File: src/rtl/addsub_arbiter_pkg.sv
// Shared definitions for the add/sub arbiter: FSM state encoding,
// requester identifiers, operation encodings and counter sizing.
package addsub_arbiter_pkg;

    // Arbiter FSM states
    typedef enum logic [1:0] {
        ST_IDLE = 2'd0,
        ST_EXEC = 2'd1,
        ST_RESP = 2'd2
    } state_t;

    // Requester identifier
    typedef enum logic {
        REQ0 = 1'b0,
        REQ1 = 1'b1
    } req_id_t;

    // Operation encodings
    localparam logic OP_ADD = 1'b0;
    localparam logic OP_SUB = 1'b1;

    // Overflow event counter sizing
    localparam int unsigned CNT_W   = 8;
    localparam logic [CNT_W-1:0] CNT_MAX = '1;

endpackage : addsub_arbiter_pkg

File: src/rtl/addsub_arbiter_core.sv
// Combinational signed add/subtract with overflow detection.
// Ports:
//   a, b      - signed operands (W bits)
//   op        - OP_ADD or OP_SUB
//   result    - low W bits of the W+1-bit result (wraps)
//   overflow  - signed overflow of result
module addsub_core
    import addsub_arbiter_pkg::*;
#(
    parameter int unsigned W = 8
) (
    input  logic signed [W-1:0] a,
    input  logic signed [W-1:0] b,
    input  logic                op,
    output logic signed [W-1:0] result,
    output logic                overflow
);

    logic signed [W:0] a_ext;
    logic signed [W:0] b_ext;
    logic signed [W:0] sum;

    // One extra bit makes overflow visible as disagreement of the top two bits
    always_comb begin
        a_ext    = {a[W-1], a};
        b_ext    = {b[W-1], b};
        sum      = (op == OP_SUB) ? (a_ext - b_ext) : (a_ext + b_ext);
        result   = sum[W-1:0];
        overflow = sum[W] ^ sum[W-1];
    end

endmodule : addsub_core

File: src/rtl/addsub_arbiter.sv
// Two-requester arbiter time-sharing one add/sub datapath.
// Round-robin grant in IDLE, one-cycle compute in EXEC, response held in
// RESP until the owning requester consumes it.
// Ports:
//   clk, rst                  - clock, synchronous active-high reset
//   reqN_valid/a/b/op/ready   - request channel of requester N
//   rspN_valid/ready          - response channel of requester N
//   rsp_result, rsp_overflow  - shared registered result and overflow flag
//   busy                      - FSM not in IDLE
//   ovf_count                 - saturating count of overflowing operations
module addsub_arbiter
    import addsub_arbiter_pkg::*;
#(
    parameter int unsigned W = 8
) (
    input  logic                 clk,
    input  logic                 rst,
    input  logic                 req0_valid,
    input  logic signed [W-1:0]  req0_a,
    input  logic signed [W-1:0]  req0_b,
    input  logic                 req0_op,
    output logic                 req0_ready,
    input  logic                 req1_valid,
    input  logic signed [W-1:0]  req1_a,
    input  logic signed [W-1:0]  req1_b,
    input  logic                 req1_op,
    output logic                 req1_ready,
    output logic                 rsp0_valid,
    input  logic                 rsp0_ready,
    output logic                 rsp1_valid,
    input  logic                 rsp1_ready,
    output logic signed [W-1:0]  rsp_result,
    output logic                 rsp_overflow,
    output logic                 busy,
    output logic [CNT_W-1:0]     ovf_count
);

    state_t              state;
    state_t              state_next;
    req_id_t             last;
    req_id_t             owner;
    req_id_t             grant_id;
    logic                grant_valid;
    logic                rsp_handshake;
    logic signed [W-1:0] a_q;
    logic signed [W-1:0] b_q;
    logic                op_q;
    logic signed [W-1:0] core_result;
    logic                core_overflow;

    // Round-robin grant: on a tie the requester not served last wins
    always_comb begin
        grant_valid = req0_valid | req1_valid;
        grant_id    = REQ0;
        if (req0_valid && req1_valid) begin
            if (last == REQ0) begin
                grant_id = REQ1;
            end
        end else if (req1_valid) begin
            grant_id = REQ1;
        end
    end

    // Only the owner's rsp_ready can complete a response
    always_comb begin
        rsp_handshake = (owner == REQ0) ? rsp0_ready : rsp1_ready;
    end

    // State register
    always_ff @(posedge clk) begin
        if (rst) begin
            state <= ST_IDLE;
        end else begin
            state <= state_next;
        end
    end

    // Next-state logic
    always_comb begin
        state_next = state;
        case (state)
            ST_IDLE: if (grant_valid)   state_next = ST_EXEC;
            ST_EXEC:                    state_next = ST_RESP;
            ST_RESP: if (rsp_handshake) state_next = ST_IDLE;
            default:                    state_next = ST_IDLE;
        endcase
    end

    // Output decode
    always_comb begin
        req0_ready = 1'b0;
        req1_ready = 1'b0;
        rsp0_valid = 1'b0;
        rsp1_valid = 1'b0;
        busy       = (state != ST_IDLE);
        if (state == ST_IDLE && grant_valid) begin
            req0_ready = (grant_id == REQ0);
            req1_ready = (grant_id == REQ1);
        end
        if (state == ST_RESP) begin
            rsp0_valid = (owner == REQ0);
            rsp1_valid = (owner == REQ1);
        end
    end

    addsub_core #(
        .W (W)
    ) u_core (
        .a        (a_q),
        .b        (b_q),
        .op       (op_q),
        .result   (core_result),
        .overflow (core_overflow)
    );

    // Operand capture, result register, fairness pointer and overflow counter
    always_ff @(posedge clk) begin
        if (rst) begin
            last         <= REQ1;
            owner        <= REQ0;
            a_q          <= '0;
            b_q          <= '0;
            op_q         <= OP_ADD;
            rsp_result   <= '0;
            rsp_overflow <= 1'b0;
            ovf_count    <= '0;
        end else begin
            case (state)
                ST_IDLE: begin
                    if (grant_valid) begin
                        owner <= grant_id;
                        if (grant_id == REQ0) begin
                            a_q  <= req0_a;
                            b_q  <= req0_b;
                            op_q <= req0_op;
                        end else begin
                            a_q  <= req1_a;
                            b_q  <= req1_b;
                            op_q <= req1_op;
                        end
                    end
                end
                ST_EXEC: begin
                    rsp_result   <= core_result;
                    rsp_overflow <= core_overflow;
                    if (core_overflow && (ovf_count != CNT_MAX)) begin
                        ovf_count <= ovf_count + CNT_W'(1);
                    end
                end
                ST_RESP: begin
                    if (rsp_handshake) begin
                        last <= owner;
                    end
                end
                default: ;
            endcase
        end
    end

endmodule : addsub_arbiter

File: config.mk
export PLATFORM = sky130hd
export DESIGN_NAME = addsub_arbiter
export DESIGN_NICKNAME = d
export VERILOG_FILES = /design/src/rtl/addsub_arbiter_pkg.sv /design/src/rtl/addsub_arbiter_core.sv /design/src/rtl/addsub_arbiter.sv
export SDC_FILE = /design/constraint.sdc
export NUM_CORES = 1
export LEC_CHECK = 0
export CORE_UTILIZATION = 50
export CTS_CLUSTER_SIZE = 14
export DETAILED_ROUTE_END_ITERATION = 7
export GPL_TIMING_DRIVEN = 0
export PLACE_DENSITY = 0.85
export SYNTH_ARGS = -nofsm -noshare
export SYNTH_HDL_FRONTEND = slang
export SYNTH_HIERARCHICAL = 1
export SYNTH_SLANG_ARGS = --single-unit
File: constraint.sdc
create_clock -name clk -period 10.4 [get_ports clk]
set_input_delay 2.08 -clock clk [delete_from_list [all_inputs] [get_ports clk]]
set_output_delay 2.08 -clock clk [all_outputs]
set_load 0.005 [all_outputs]
==> results.txt <==
Dividing total power by cell area gives a power density of 176.2 nW/um^2. Counting every sink on the clock net gives 38. The tools report the data required time at the worst endpoint as 8.32 ns.

The most used flip-flop cell after synthesis is sky130_fd_sc_hd__dfxtp_1. The cell area that synthesis handed to floorplanning was 2026 sq um. Relative to the synthesized area, the layout overhead comes to 38.36%. The launching element type of the critical path was an input port.

The total of warnings raised by yosys is 6. The total count of hold-check failures in the final report is 0. The tools report the global placement routability congestion as 0.7780. The H-tree generated during clock tree synthesis spans 2 levels. In the final routed layout, each cell accounts on average for 14.09 um.

The root buffer cell chosen for the clock tree is sky130_fd_sc_hd__clkbuf_8. Yosys mapped a number of flops with a built-in enable equal to 0. Final worst-path cycle share: 0.5595. The final number of max-transition violations was 0. The number of hold buffers added after CTS was 0.

The worst hold path belongs to the class flip-flop to flip-flop. Once the clock tree was built, the resizer swapped 0 gates to a different size. The number of different library cells used by synthesis comes to 41.

The sequential share of the synthesized area is 0.3755, and the buffers inserted during post-CTS setup optimization is 0. Ranked by total cell area, the synthesized netlist is headed by sky130_fd_sc_hd__dfxtp_1 (38%), sky130_fd_sc_hd__a222oi_1 (8.4%), sky130_fd_sc_hd__ha_1 (6.2%). The share of the synthesized area in the top cell type is 0.3755.

The filler cells instantiated in the layout total 317. The routed layout has 1954 vias. The clock reaches the later pin of the worst-skew pair after 0.29 ns. Setup repair after global routing left no endpoint under its margin. In this design, the stage delay of the slowest critical-path cell is 0.54 ns.

Measured along the x axis, the die boundary spans 65.65 um. TritonCTS built the clock tree. The worst path arrival time is 3.74 ns, and the maximum vdd ir drop is 0.09284 mV. The repair_antennas step left the layout with diodes totalling 0. The logs give 353 for the final net count and 0 for the number of antenna violations at the first check in global routing. After layout, the worst setup slack is 4.581 ns.

By count the netlist is led by sky130_fd_sc_hd__dfxtp_1 (38), sky130_fd_sc_hd__nor2_1 (33), sky130_fd_sc_hd__a21oi_1 (22). The largest individual stage delay along the critical path comes from the cell sky130_fd_sc_hd__clkdlybuf4s50_1. Global routing finished with a remaining overflow of 0. The global-route met3 utilization is 0.07118, and the via count of the first global-routing pass is 1911.

The proportion of register bits with asynchronous set or reset after synthesis was 0; the met2 track utilization from global routing was 0.4439. The total of flip-flops plus latches after synthesis is 38. The global-route met1 utilization is 0.3029. When the netlist entered floorplanning its net count stood at 285. The critical path goes through clkdlybuf4s50_1 > nand2b_1 > and3_1 > buf_2 > buf_2 > clkdlybuf4s50_1. The clock passes through at most 2 buffers. The count of input and output buffers came out at 61. For the pin with the worst max-slew slack, the measured transition is 0.7653 ns. The run gives 0.1718 GHz as the maximum clock frequency. The final critical path time including I/O delays and setup is 5.819 ns. The logs give 3630 um for the post-detailed-placement half-perimeter wirelength and 1176 sq um for the multi-input combinational cell area. For the final design instance area without fill, the log shows 2803 sq um. STA classifies the critical path endpoint as a primary output.

The floorplan die area was 4310 sq um; the violation count after the first detailed-routing iteration was 151. In the final timing run, aggregate negative setup slack is 0 ns. Setup violations remaining at the end of the flow were counted as 0. The starting density of the core is 0.5372. The die is 65.65 um tall. The remaining design rule violation count is 0. Max-cap violations in this run came to 0.

On the final layout, the worst clock skew is 0.005486 ns. The tools report the pin count of the biggest net entering global routing as 12. The flow ran to the end, and the final reports show no timing, DRC or antenna violations. In this run the standard cell core region covers 3771 sq um. The logs give 0.2576 for the global router's overall resource usage and 5 for the first-pass iteration count of the detailed router. In this run the worst path has a maximum fanout of 10.

In this run the core area contains 22 standard-cell rows. Buffers inserted during clock tree synthesis total 5. For the antenna violation net count after detailed routing, the log shows 0.

The fraction of layout cells with a size suffix above 1 came out at 0.05941. Clock-pin slew on the worst setup and hold paths: 0.07 ns. After synthesis, the mean cell area works out to 8.657 sq um.

Post-synthesis cell type with the largest combined area: sky130_fd_sc_hd__dfxtp_1. For the count of pins on the block boundary, the log shows 62. The run gives 2696 sq um as the standard cell area after detailed placement. Summed over all layers, the routed wires come to 4946 um. The leading cell type by number of instances after synthesis is sky130_fd_sc_hd__dfxtp_1. The layer flagged by global routing as most heavily used is met2.

The logs give 1.081 nW for the leakage power summed over all cells and 0.4864 for the remaining max-slew budget at the tightest pin. For the worst setup timing slack at the placement stage, the log shows 4.598 ns. The first global-routing pass estimated 8583 um of wire.

Sequential cell area in the final layout: 760.7 sq um. The critical path is of the input port to primary output type. Hold is met by 0.4584 ns.

The average via count per standard cell is 5.567. Number of cells produced by synthesis: 234.
-- kinds of logic (layout without fill, tap and decap cells) --
kind of cell,count (synthesis),after routing,synth area share
mux,3,3,0.01482
buf+inv,20,89,0.04385
simple gates,85,85,0.2014
xor+xnor,17,17,0.07350
flops,38,38,0.3755
compound gates,60,60,0.2193
fa+ha+maj,11,11,0.07165
-- report_power, final --
part / internal (mW) / leakage [nW] / switching (mW)
Sequential: 0.162 / 0.311 / 0.0145
Combinational: 0.102 / 0.717 / 0.0932
Clock: 0.0717 / 0.0524 / 0.0501
-- per-stage QoR --
step,util,cells,total power [mW]
floorplan,-,234,0.3120
global placement,0.7150,343,0.3675
detailed placement,0.7150,343,0.3726
CTS,0.7432,351,0.4961
global route,0.7432,351,0.5244
finish,0.7432,351,0.4937
-- registers in the layout (all words and copies together), names as in the netlist --
signal / count
state: 2
owner: 1
op_q: 1
a_q: 8
rsp_result: 8
last: 1
rsp_overflow: 1
ovf_count: 8
b_q: 8
-- placed cells by master (no fill, tap or decap), types with 7 or more instances in the layout --
cell type / synthesis / layout
sky130_fd_sc_hd__inv_1: 8 / 8
sky130_fd_sc_hd__dfxtp_1: 38 / 38
sky130_fd_sc_hd__nor2_1: 33 / 33
sky130_fd_sc_hd__xnor2_1: 13 / 13
sky130_fd_sc_hd__a21oi_1: 22 / 22
sky130_fd_sc_hd__clkbuf_1: 5 / 7
sky130_fd_sc_hd__a222oi_1: 17 / 17
sky130_fd_sc_hd__ha_1: 10 / 10
sky130_fd_sc_hd__clkdlybuf4s50_1: 0 / 61
sky130_fd_sc_hd__nand2_1: 21 / 21
-- path summary, 6_finish.rpt --
check                           slack [ns]                       start                    endpoint  cells past startpoint
worst max-delay path                  4.58                  req1_valid                  req0_ready                      6
worst max register to register        6.49           op_q$_SDFFE_PP0P_   ovf_count[7]$_SDFFE_PP0P_                     13
worst min register to register        0.46  rsp_result[3]$_SDFFE_PP0N_  rsp_result[3]$_SDFFE_PP0N_                      2
worst min-delay path                  0.46  rsp_result[3]$_SDFFE_PP0N_  rsp_result[3]$_SDFFE_PP0N_                      2
-- final cells by class --
cell class	count	area share
clock buffer	7	0.02723
multi-input combinational	176	0.4196
buffer	12	0.02098
timing repair buffer	61	0.2179
clock inverter	1	0.01071
sequential	38	0.2714
tap	48	0.02143
inverter	8	0.01071
-- worst max-delay path: cells and delay by family --
kind,cells,cell delay (ns)
buf+inv,4,1.43
simple gates,2,0.23
-- routing by layer --
metal,up-vias,part of all wire
met5,-,0
met4,0,0.017
met3,9,0.065
met2,73,0.48
met1,889,0.44
li1,983,-
No activity file was read; power rests on OpenSTA's default activity.
